## config.mk

```make
export PLATFORM = sky130hd
export DESIGN_NAME = mem_req_arbiter_flat
export DESIGN_NICKNAME = d
export VERILOG_FILES = /design/src/rtl/mem_req_arbiter_pkg.sv /design/src/rtl/mem_req_arbiter_if.sv /design/src/rtl/mem_req_arbiter_rr_arb2.sv /design/src/rtl/mem_req_arbiter.sv /design/src/flat_wrapper.sv
export SDC_FILE = /design/constraint.sdc
export NUM_CORES = 1
export LEC_CHECK = 0
export CORE_ASPECT_RATIO = 2
export CORE_UTILIZATION = 28
export DETAILED_ROUTE_END_ITERATION = 8
export HOLD_SLACK_MARGIN = 0.06
export SLEW_MARGIN = 40
export SYNTH_ARGS = -nofsm -noshare
export SYNTH_HDL_FRONTEND = slang
export SYNTH_HIERARCHICAL = 1
export SYNTH_SLANG_ARGS = --single-unit
```

## constraint.sdc

```tcl
create_clock -name i_clkRAM -period 3.9 [get_ports i_clkRAM]
set_clock_uncertainty 0.1 [all_clocks]
set_input_delay 1.17 -clock i_clkRAM [delete_from_list [all_inputs] [get_ports i_clkRAM]]
set_output_delay 1.17 -clock i_clkRAM [all_outputs]
set_load 0.03 [all_outputs]
```

## src/rtl/mem_req_arbiter_pkg.sv

```systemverilog
// ============================================================================
//  Module      : gm64_memarb_pkg
//  Description : Shared types and constants for the memCtrl request arbiter.
//  Revision    : 1.0 - initial release
// ============================================================================
`default_nettype none

package gm64_memarb_pkg;

    // Arbiter sequencing states
    typedef enum logic [1:0] {
        ARB_IDLE  = 2'd0,
        ARB_ISSUE = 2'd1,
        ARB_WAIT  = 2'd2,
        ARB_DONE  = 2'd3
    } ArbState;

    // Requester port identifiers (one-bit grant encoding)
    localparam logic PORT_CPU = 1'b0;
    localparam logic PORT_VIC = 1'b1;

    // Requester address layout: bit 24 selects the PSRAM chip
    localparam int BANK_BIT  = 24;
    localparam int ADDR_W    = 25;
    localparam int MC_ADDR_W = 24;
    localparam int DATA_W    = 8;
    localparam int CNT_W     = 8;

endpackage

`default_nettype wire

```

## src/rtl/mem_req_arbiter_if.sv

```systemverilog
// ============================================================================
//  Module      : mem_req_arbiter_if
//  Description : Requester and memCtrl-side bundle for the memory arbiter.
//                Signal directions are named from the arbiter's viewpoint.
//  Revision    : 1.0 - initial release
// ============================================================================
`default_nettype none

interface mem_req_arbiter_if;
    import gm64_memarb_pkg::*;

    // Requester port 0 (CPU) and port 1 (VIC-II / DMA)
    logic                   i_req0;
    logic                   i_we0;
    logic [ADDR_W-1:0]      i_addr0;
    logic [DATA_W-1:0]      i_wdata0;
    logic                   i_req1;
    logic                   i_we1;
    logic [ADDR_W-1:0]      i_addr1;
    logic [DATA_W-1:0]      i_wdata1;

    // Completion back to requesters
    logic                   o_ack0;
    logic                   o_ack1;
    logic [DATA_W-1:0]      o_rdata;
    logic                   o_err;

    // memCtrl transaction interface
    logic                   o_mc_cs;
    logic                   o_mc_write;
    logic                   o_mc_bank;
    logic [MC_ADDR_W-1:0]   o_mc_address;
    logic [DATA_W-1:0]      o_mc_wdata;
    logic                   i_mc_busy;
    logic                   i_mc_dataReady;
    logic [DATA_W-1:0]      i_mc_dataRead;

    // Arbiter side
    modport slave (
        input  i_req0, i_we0, i_addr0, i_wdata0,
        input  i_req1, i_we1, i_addr1, i_wdata1,
        output o_ack0, o_ack1, o_rdata, o_err,
        output o_mc_cs, o_mc_write, o_mc_bank, o_mc_address, o_mc_wdata,
        input  i_mc_busy, i_mc_dataReady, i_mc_dataRead
    );

    // Requesters plus memCtrl side
    modport master (
        output i_req0, i_we0, i_addr0, i_wdata0,
        output i_req1, i_we1, i_addr1, i_wdata1,
        input  o_ack0, o_ack1, o_rdata, o_err,
        input  o_mc_cs, o_mc_write, o_mc_bank, o_mc_address, o_mc_wdata,
        output i_mc_busy, i_mc_dataReady, i_mc_dataRead
    );

endinterface

`default_nettype wire

```

## src/rtl/mem_req_arbiter_rr_arb2.sv

```systemverilog
// ============================================================================
//  Module      : rr_arb2
//  Description : Combinational two-way round-robin grant. A lone request
//                wins outright; on contention the port that did not win the
//                previous contention is chosen.
//  Revision    : 1.0 - initial release
// ============================================================================
`default_nettype none

module rr_arb2
    import gm64_memarb_pkg::*;
(
    input  wire logic [1:0] i_req,
    input  wire logic       i_last_grant,
    output logic            o_valid,
    output logic            o_port,
    output logic            o_contend
);

    // Pick the winning port from the request pair and contention history
    always_comb begin
        o_valid   = |i_req;
        o_contend = &i_req;
        if (o_contend) begin
            o_port = ~i_last_grant;
        end else if (i_req[1]) begin
            o_port = PORT_VIC;
        end else begin
            o_port = PORT_CPU;
        end
    end

endmodule

`default_nettype wire

```

## src/rtl/mem_req_arbiter.sv

```systemverilog
// ============================================================================
//  Module      : mem_req_arbiter
//  Description : Arbitrates the CPU and VIC-II/DMA requesters onto memCtrl's
//                single-transaction interface, drives the active-low cs
//                handshake, returns read data with a one-cycle ack per port
//                and aborts transactions that exceed a watchdog limit.
//  Revision    : 1.0 - initial release
// ============================================================================
`default_nettype none

module mem_req_arbiter #(
    parameter int                TIMEOUT_CYCLES = 255,
    parameter logic [7:0]        ERR_DATA       = 8'hFF
) (
    input  wire logic            i_clkRAM,
    input  wire logic            reset,
    mem_req_arbiter_if.slave     bus
);
    import gm64_memarb_pkg::*;

    localparam logic [CNT_W-1:0] c_timeout_limit = CNT_W'(TIMEOUT_CYCLES);
    localparam logic [CNT_W-1:0] c_cnt_max       = {CNT_W{1'b1}};

    ArbState                state_q, state_d;
    logic                   grant_q, grant_d;
    logic                   last_grant_q, last_grant_d;
    logic [CNT_W-1:0]       cnt_q, cnt_d;
    logic                   mc_cs_q, mc_cs_d;
    logic                   mc_write_q, mc_write_d;
    logic                   mc_bank_q, mc_bank_d;
    logic [MC_ADDR_W-1:0]   mc_address_q, mc_address_d;
    logic [DATA_W-1:0]      mc_wdata_q, mc_wdata_d;
    logic [DATA_W-1:0]      rdata_q, rdata_d;
    logic                   ack0_q, ack0_d;
    logic                   ack1_q, ack1_d;
    logic                   err_q, err_d;

    logic                   arb_valid;
    logic                   arb_port;
    logic                   arb_contend;
    logic                   timeout_hit;
    logic                   wait_done;
    logic [CNT_W-1:0]       cnt_inc;

    rr_arb2 u_rr_arb2 (
        .i_req        ({bus.i_req1, bus.i_req0}),
        .i_last_grant (last_grant_q),
        .o_valid      (arb_valid),
        .o_port       (arb_port),
        .o_contend    (arb_contend)
    );

    // A write finishes on busy falling; a read also needs dataReady
    assign wait_done   = !bus.i_mc_busy && (mc_write_q || bus.i_mc_dataReady);
    assign timeout_hit = (cnt_q >= c_timeout_limit);
    assign cnt_inc     = (cnt_q == c_cnt_max) ? cnt_q : cnt_q + 1'b1;

    // State and registered outputs; reset abandons any transaction silently
    always_ff @(posedge i_clkRAM or negedge reset) begin
        if (!reset) begin
            state_q      <= ARB_IDLE;
            grant_q      <= PORT_CPU;
            last_grant_q <= 1'b1;
            cnt_q        <= '0;
            mc_cs_q      <= 1'b1;
            mc_write_q   <= 1'b0;
            mc_bank_q    <= 1'b0;
            mc_address_q <= '0;
            mc_wdata_q   <= '0;
            rdata_q      <= '0;
            ack0_q       <= 1'b0;
            ack1_q       <= 1'b0;
            err_q        <= 1'b0;
        end else begin
            state_q      <= state_d;
            grant_q      <= grant_d;
            last_grant_q <= last_grant_d;
            cnt_q        <= cnt_d;
            mc_cs_q      <= mc_cs_d;
            mc_write_q   <= mc_write_d;
            mc_bank_q    <= mc_bank_d;
            mc_address_q <= mc_address_d;
            mc_wdata_q   <= mc_wdata_d;
            rdata_q      <= rdata_d;
            ack0_q       <= ack0_d;
            ack1_q       <= ack1_d;
            err_q        <= err_d;
        end
    end

    // Sequence grant -> issue -> wait for memCtrl -> one-cycle done
    always_comb begin
        state_d = state_q;
        case (state_q)
            ARB_IDLE: begin
                if (!bus.i_mc_busy && arb_valid) begin
                    state_d = ARB_ISSUE;
                end
            end
            ARB_ISSUE: begin
                if (bus.i_mc_busy) begin
                    state_d = ARB_WAIT;
                end else if (timeout_hit) begin
                    state_d = ARB_DONE;
                end
            end
            ARB_WAIT: begin
                if (wait_done || timeout_hit) begin
                    state_d = ARB_DONE;
                end
            end
            ARB_DONE: begin
                state_d = ARB_IDLE;
            end
            default: begin
                state_d = ARB_IDLE;
            end
        endcase
    end

    // Next values of the grant, watchdog and all registered outputs
    always_comb begin
        grant_d      = grant_q;
        last_grant_d = last_grant_q;
        cnt_d        = cnt_q;
        mc_cs_d      = mc_cs_q;
        mc_write_d   = mc_write_q;
        mc_bank_d    = mc_bank_q;
        mc_address_d = mc_address_q;
        mc_wdata_d   = mc_wdata_q;
        rdata_d      = rdata_q;
        ack0_d       = 1'b0;
        ack1_d       = 1'b0;
        err_d        = 1'b0;
        case (state_q)
            ARB_IDLE: begin
                if (!bus.i_mc_busy && arb_valid) begin
                    grant_d = arb_port;
                    if (arb_contend) begin
                        last_grant_d = arb_port;
                    end
                    mc_cs_d = 1'b0;
                    cnt_d   = '0;
                    if (arb_port == PORT_VIC) begin
                        mc_write_d   = bus.i_we1;
                        mc_bank_d    = bus.i_addr1[BANK_BIT];
                        mc_address_d = bus.i_addr1[MC_ADDR_W-1:0];
                        mc_wdata_d   = bus.i_wdata1;
                    end else begin
                        mc_write_d   = bus.i_we0;
                        mc_bank_d    = bus.i_addr0[BANK_BIT];
                        mc_address_d = bus.i_addr0[MC_ADDR_W-1:0];
                        mc_wdata_d   = bus.i_wdata0;
                    end
                end
            end
            ARB_ISSUE: begin
                if (bus.i_mc_busy) begin
                    // memCtrl accepted: raise cs so its edge detect re-arms
                    mc_cs_d = 1'b1;
                    cnt_d   = cnt_inc;
                end else if (timeout_hit) begin
                    mc_cs_d = 1'b1;
                    ack0_d  = (grant_q == PORT_CPU);
                    ack1_d  = (grant_q == PORT_VIC);
                    err_d   = 1'b1;
                    if (!mc_write_q) begin
                        rdata_d = ERR_DATA;
                    end
                end else begin
                    cnt_d = cnt_inc;
                end
            end
            ARB_WAIT: begin
                if (wait_done) begin
                    ack0_d = (grant_q == PORT_CPU);
                    ack1_d = (grant_q == PORT_VIC);
                    if (!mc_write_q) begin
                        rdata_d = bus.i_mc_dataRead;
                    end
                end else if (timeout_hit) begin
                    ack0_d = (grant_q == PORT_CPU);
                    ack1_d = (grant_q == PORT_VIC);
                    err_d  = 1'b1;
                    if (!mc_write_q) begin
                        rdata_d = ERR_DATA;
                    end
                end else begin
                    cnt_d = cnt_inc;
                end
            end
            default: begin
            end
        endcase
    end

    assign bus.o_ack0       = ack0_q;
    assign bus.o_ack1       = ack1_q;
    assign bus.o_rdata      = rdata_q;
    assign bus.o_err        = err_q;
    assign bus.o_mc_cs      = mc_cs_q;
    assign bus.o_mc_write   = mc_write_q;
    assign bus.o_mc_bank    = mc_bank_q;
    assign bus.o_mc_address = mc_address_q;
    assign bus.o_mc_wdata   = mc_wdata_q;

endmodule

`default_nettype wire

```

## src/flat_wrapper.sv

```systemverilog
// flat-port wrapper written by rule: the top's interface ports become plain ports
module mem_req_arbiter_flat import gm64_memarb_pkg::*;
#(
    parameter int                TIMEOUT_CYCLES = 255,
    parameter logic [7:0]        ERR_DATA       = 8'hFF
)
  (i_clkRAM, reset, bus_i_req0, bus_i_we0, bus_i_addr0, bus_i_wdata0, bus_i_req1, bus_i_we1, bus_i_addr1, bus_i_wdata1, bus_o_ack0, bus_o_ack1, bus_o_rdata, bus_o_err, bus_o_mc_cs, bus_o_mc_write, bus_o_mc_bank, bus_o_mc_address, bus_o_mc_wdata, bus_i_mc_busy, bus_i_mc_dataReady, bus_i_mc_dataRead);
  mem_req_arbiter_if bus_i ();
  input  wire logic i_clkRAM;
  input  wire logic reset;
  input wire logic [$bits(bus_i.i_req0)-1:0] bus_i_req0;
  input wire logic [$bits(bus_i.i_we0)-1:0] bus_i_we0;
  input wire logic [$bits(bus_i.i_addr0)-1:0] bus_i_addr0;
  input wire logic [$bits(bus_i.i_wdata0)-1:0] bus_i_wdata0;
  input wire logic [$bits(bus_i.i_req1)-1:0] bus_i_req1;
  input wire logic [$bits(bus_i.i_we1)-1:0] bus_i_we1;
  input wire logic [$bits(bus_i.i_addr1)-1:0] bus_i_addr1;
  input wire logic [$bits(bus_i.i_wdata1)-1:0] bus_i_wdata1;
  output wire logic [$bits(bus_i.o_ack0)-1:0] bus_o_ack0;
  output wire logic [$bits(bus_i.o_ack1)-1:0] bus_o_ack1;
  output wire logic [$bits(bus_i.o_rdata)-1:0] bus_o_rdata;
  output wire logic [$bits(bus_i.o_err)-1:0] bus_o_err;
  output wire logic [$bits(bus_i.o_mc_cs)-1:0] bus_o_mc_cs;
  output wire logic [$bits(bus_i.o_mc_write)-1:0] bus_o_mc_write;
  output wire logic [$bits(bus_i.o_mc_bank)-1:0] bus_o_mc_bank;
  output wire logic [$bits(bus_i.o_mc_address)-1:0] bus_o_mc_address;
  output wire logic [$bits(bus_i.o_mc_wdata)-1:0] bus_o_mc_wdata;
  input wire logic [$bits(bus_i.i_mc_busy)-1:0] bus_i_mc_busy;
  input wire logic [$bits(bus_i.i_mc_dataReady)-1:0] bus_i_mc_dataReady;
  input wire logic [$bits(bus_i.i_mc_dataRead)-1:0] bus_i_mc_dataRead;
  assign bus_i.i_req0 = bus_i_req0;
  assign bus_i.i_we0 = bus_i_we0;
  assign bus_i.i_addr0 = bus_i_addr0;
  assign bus_i.i_wdata0 = bus_i_wdata0;
  assign bus_i.i_req1 = bus_i_req1;
  assign bus_i.i_we1 = bus_i_we1;
  assign bus_i.i_addr1 = bus_i_addr1;
  assign bus_i.i_wdata1 = bus_i_wdata1;
  assign bus_o_ack0 = bus_i.o_ack0;
  assign bus_o_ack1 = bus_i.o_ack1;
  assign bus_o_rdata = bus_i.o_rdata;
  assign bus_o_err = bus_i.o_err;
  assign bus_o_mc_cs = bus_i.o_mc_cs;
  assign bus_o_mc_write = bus_i.o_mc_write;
  assign bus_o_mc_bank = bus_i.o_mc_bank;
  assign bus_o_mc_address = bus_i.o_mc_address;
  assign bus_o_mc_wdata = bus_i.o_mc_wdata;
  assign bus_i.i_mc_busy = bus_i_mc_busy;
  assign bus_i.i_mc_dataReady = bus_i_mc_dataReady;
  assign bus_i.i_mc_dataRead = bus_i_mc_dataRead;
  mem_req_arbiter #(.TIMEOUT_CYCLES(TIMEOUT_CYCLES), .ERR_DATA(ERR_DATA)) u_core (.i_clkRAM(i_clkRAM), .reset(reset), .bus(bus_i));
endmodule
```

==> impl_metrics.toml <==
[run_status]
status = "completed"

[clocking]
h-tree-depth = 3
clock_latency_ps = 320
numCtsBuffers = 9
cts_tree = "yes"
cts_root_buf = "clkbuf_16"
clock-sinks = 58
clk_pin_slew_ps = 50
cts.path.max_buffers = 2
cts-resized-gates = 0
ctsHoldBuffers = 0
post-cts-setup-buffers = 0

[synthesis]
synthMuxAreaShare_pct = 14.2
synthTopCellsByArea = "dfrtp_1 50%, mux2i_1 13%, o21ai_0 6.7%, nand2_1 5.4%, o22a_1 2.5%"
yosysTopAreaCell = "dfrtp_1"
synth-adder-area-share_pct = 2.25
synthXorXnorAreaFrac_pct = 0
synth_most_common_cell = "dfrtp_1"
async_reset_ff_share_pct = 100
yosys.area_share.simple_pct = 11.4
yosysWarnings = 6
synth_common_cells = "56 x dfrtp_1, 40 x nand2_1, 37 x o21ai_0, 35 x mux2i_1, 11 x a21oi_1"
synth_top_flop_cell = "dfrtp_1"
syn-num-nets = 351
synth_top_family_by_area = "compound AO/OA/AOI/OAI gates"
syn_inst = 264
synth_cell_type_count = 40
syn_area_um2 = 2780
ys_seq_area_share_pct = 52.3
synth_top_cell_area_share_pct = 50.4
syn-mean-instance-area_um2 = 10.5
synth_compound_area_share_pct = 16.5
ys_ff_latch = 58
synth-edff-count = 0

[power]
p_leak_nw = 1.92
peakVddDrop_mv = 0.267
p_per_area_nw_per_um2 = 746
power_w = 0.00336

[timing]
fmax_mhz = 333
rsz0062_at_grt = "false"
hold_viol = 0
fin_tns_setup_ps = 0
setup_viol = 0
slew_violations = 0
worst_pin_slew_ps = 623
setup_slack_ps = 896
period_share_pct = 77.0
slew_headroom_pct = 58.4
period_needed_ps = 3000

[detailed_routing]
drc = 0
drt_iter0_markers = 127
dr.pass1.iters = 4
ant_nets = 0
wl_per_cell_um = 14.0
avgViaCountPerCell = 4.63
wl_um = 7440
vias = 2458

[floorplan]
core_area_um2 = 9700
initial_utilization_pct = 28.7
rows = 51
ioPinCount = 128
dieArea_um2 = 10400
die_h_um = 143
dieWidth_um = 72.5

[cells_and_area]
area_delta_synth_final_pct = 62.1
multi_input_area_um2 = 1250
seq_area_um2 = 1450
finalCoreUtilization_pct = 46.5
nets = 481
num-fill-cells = 940
drive_gt1_share_pct = 8.27
antenna_cells = 0

[setup_path]
criticalPathCategory = "input port to flop"
critPathArrivalTime_ps = 3100
worst_setup_path_start_kind = "input port"
critPathRequiredTime_ps = 4000
cp_max_fo = 14
end_kind = "flop"

[run]
maxCapViolCount = 0

[place]
gp_congestion = 0.815
hpwl_um = 5720
portBuffers = 127
pre_cts_ws_ps = 582

[global_routing]
grt_pass1_vias = 2400
grtUsageTotal_pct = 15.2
grt_overflow = 0
grt_max_degree = 38
antenna_found_initial = 0
grt_pass1_wl_um = 11700

[min_path]
hold_path_class = "flop to flop"
==> cells in the final DEF, fill, tap and decap left out, types with 2 or more instances in the layout <==
master / n
nand3_2: 2
dfrtp_1: 56
o31ai_1: 2
clkinv_2: 3
o22a_1: 8
and3_1: 2
o21ai_0: 37
buf_4: 5
nor2b_1: 2
or2_1: 2
nand3_1: 3
nor2_1: 6
mux2_2: 4
dfstp_2: 2
nand2b_1: 2
ha_1: 5
clkinv_4: 2
clkdlybuf4s50_1: 126
nand2_1: 40
a21oi_1: 11
nand4_1: 3
nor3_1: 2
o22ai_1: 4
mux2i_1: 35
inv_1: 7
clkbuf_16: 9
==> through the flow <==
stage	instance area (um^2)	std cells	hold slack (ps)
2_1_floorplan	2780	264	320
3_3_place_gp	4210	515	331
3_5_place_dp	4210	515	329
4_1_cts	4510	531	337
5_1_grt	4510	531	356
6_report	4510	531	339
==> logic make-up after synthesis <==
family	Yosys count
adders and majority gates	5
and+or+nand+nor	69
muxes	39
AOI/OAI and AO/OA	73
DFF	58
buffers and inverters	20
==> worst paths after layout <==
| check | cells past startpoint | from | slack, ps | endpoint |
|---|---|---|---|---|
| setup / recovery | 6 | bus_i_req0 | 900 | u_core/cnt_q[1]$_DFFE_PN0P_ |
| hold / removal | 1 | u_core/grant_q$_DFFE_PN0P_ | 340 | u_core/bus.o_ack0$_DFF_PN0_ |
| setup reg to reg | 6 | u_core/state_q[0]$_DFFE_PN0P_ | 1750 | u_core/cnt_q[1]$_DFFE_PN0P_ |
| hold reg to reg | 1 | u_core/grant_q$_DFFE_PN0P_ | 340 | u_core/bus.o_ack0$_DFF_PN0_ |
| max in group asynchronous | 2 | reset | 2430 | u_core/bus.o_mc_address[4]$_DFFE_PN0P_ |
| min in group asynchronous | 1 | reset | 710 | u_core/state_q[0]$_DFFE_PN0P_ |
==> registers in the layout, indices dropped and copies added (netlist names), 2 cells and up <==
name and flops:
u_core/state_q 2, u_core/cnt_q 8, u_core/bus.o_mc_address 24, u_core/bus.o_rdata 8, u_core/bus.o_mc_wdata 8
==> worst max-delay path, cell delays in order <==
cell and delay, ps:
clkdlybuf4s50_1 530, or2_1 190, or2b_1 290, a221oi_4 550
a21boi_1 270, o22ai_1 100
==> area by class of cell <==
cell class | count | area share, %
clock buffer | 9 | 5.00
tap | 132 | 3.66
sequential | 58 | 32.3
timing repair buffer | 132 | 29.3
clock inverter | 7 | 1.55
multi-input combinational | 186 | 27.7
inverter | 7 | 0.583
==> where the power goes <==
| group | internal [W] | switching, W | leakage [nW] |
|---|---|---|---|
| Sequential | 0.000848 | 0.000143 | 0.729 |
| Combinational | 0.000695 | 0.000913 | 1.05 |
| Clock | 0.000492 | 0.000272 | 0.145 |
==> routing by layer <==
layer	GRT usage [%]	vias up	wire, um
met5	0	-	0
met4	8.15	0	199
met3	3.03	14	347
met2	27.4	83	4140
met1	16.1	1154	2750
li1	-	1207	-
(Power assumes the default switching activity.)
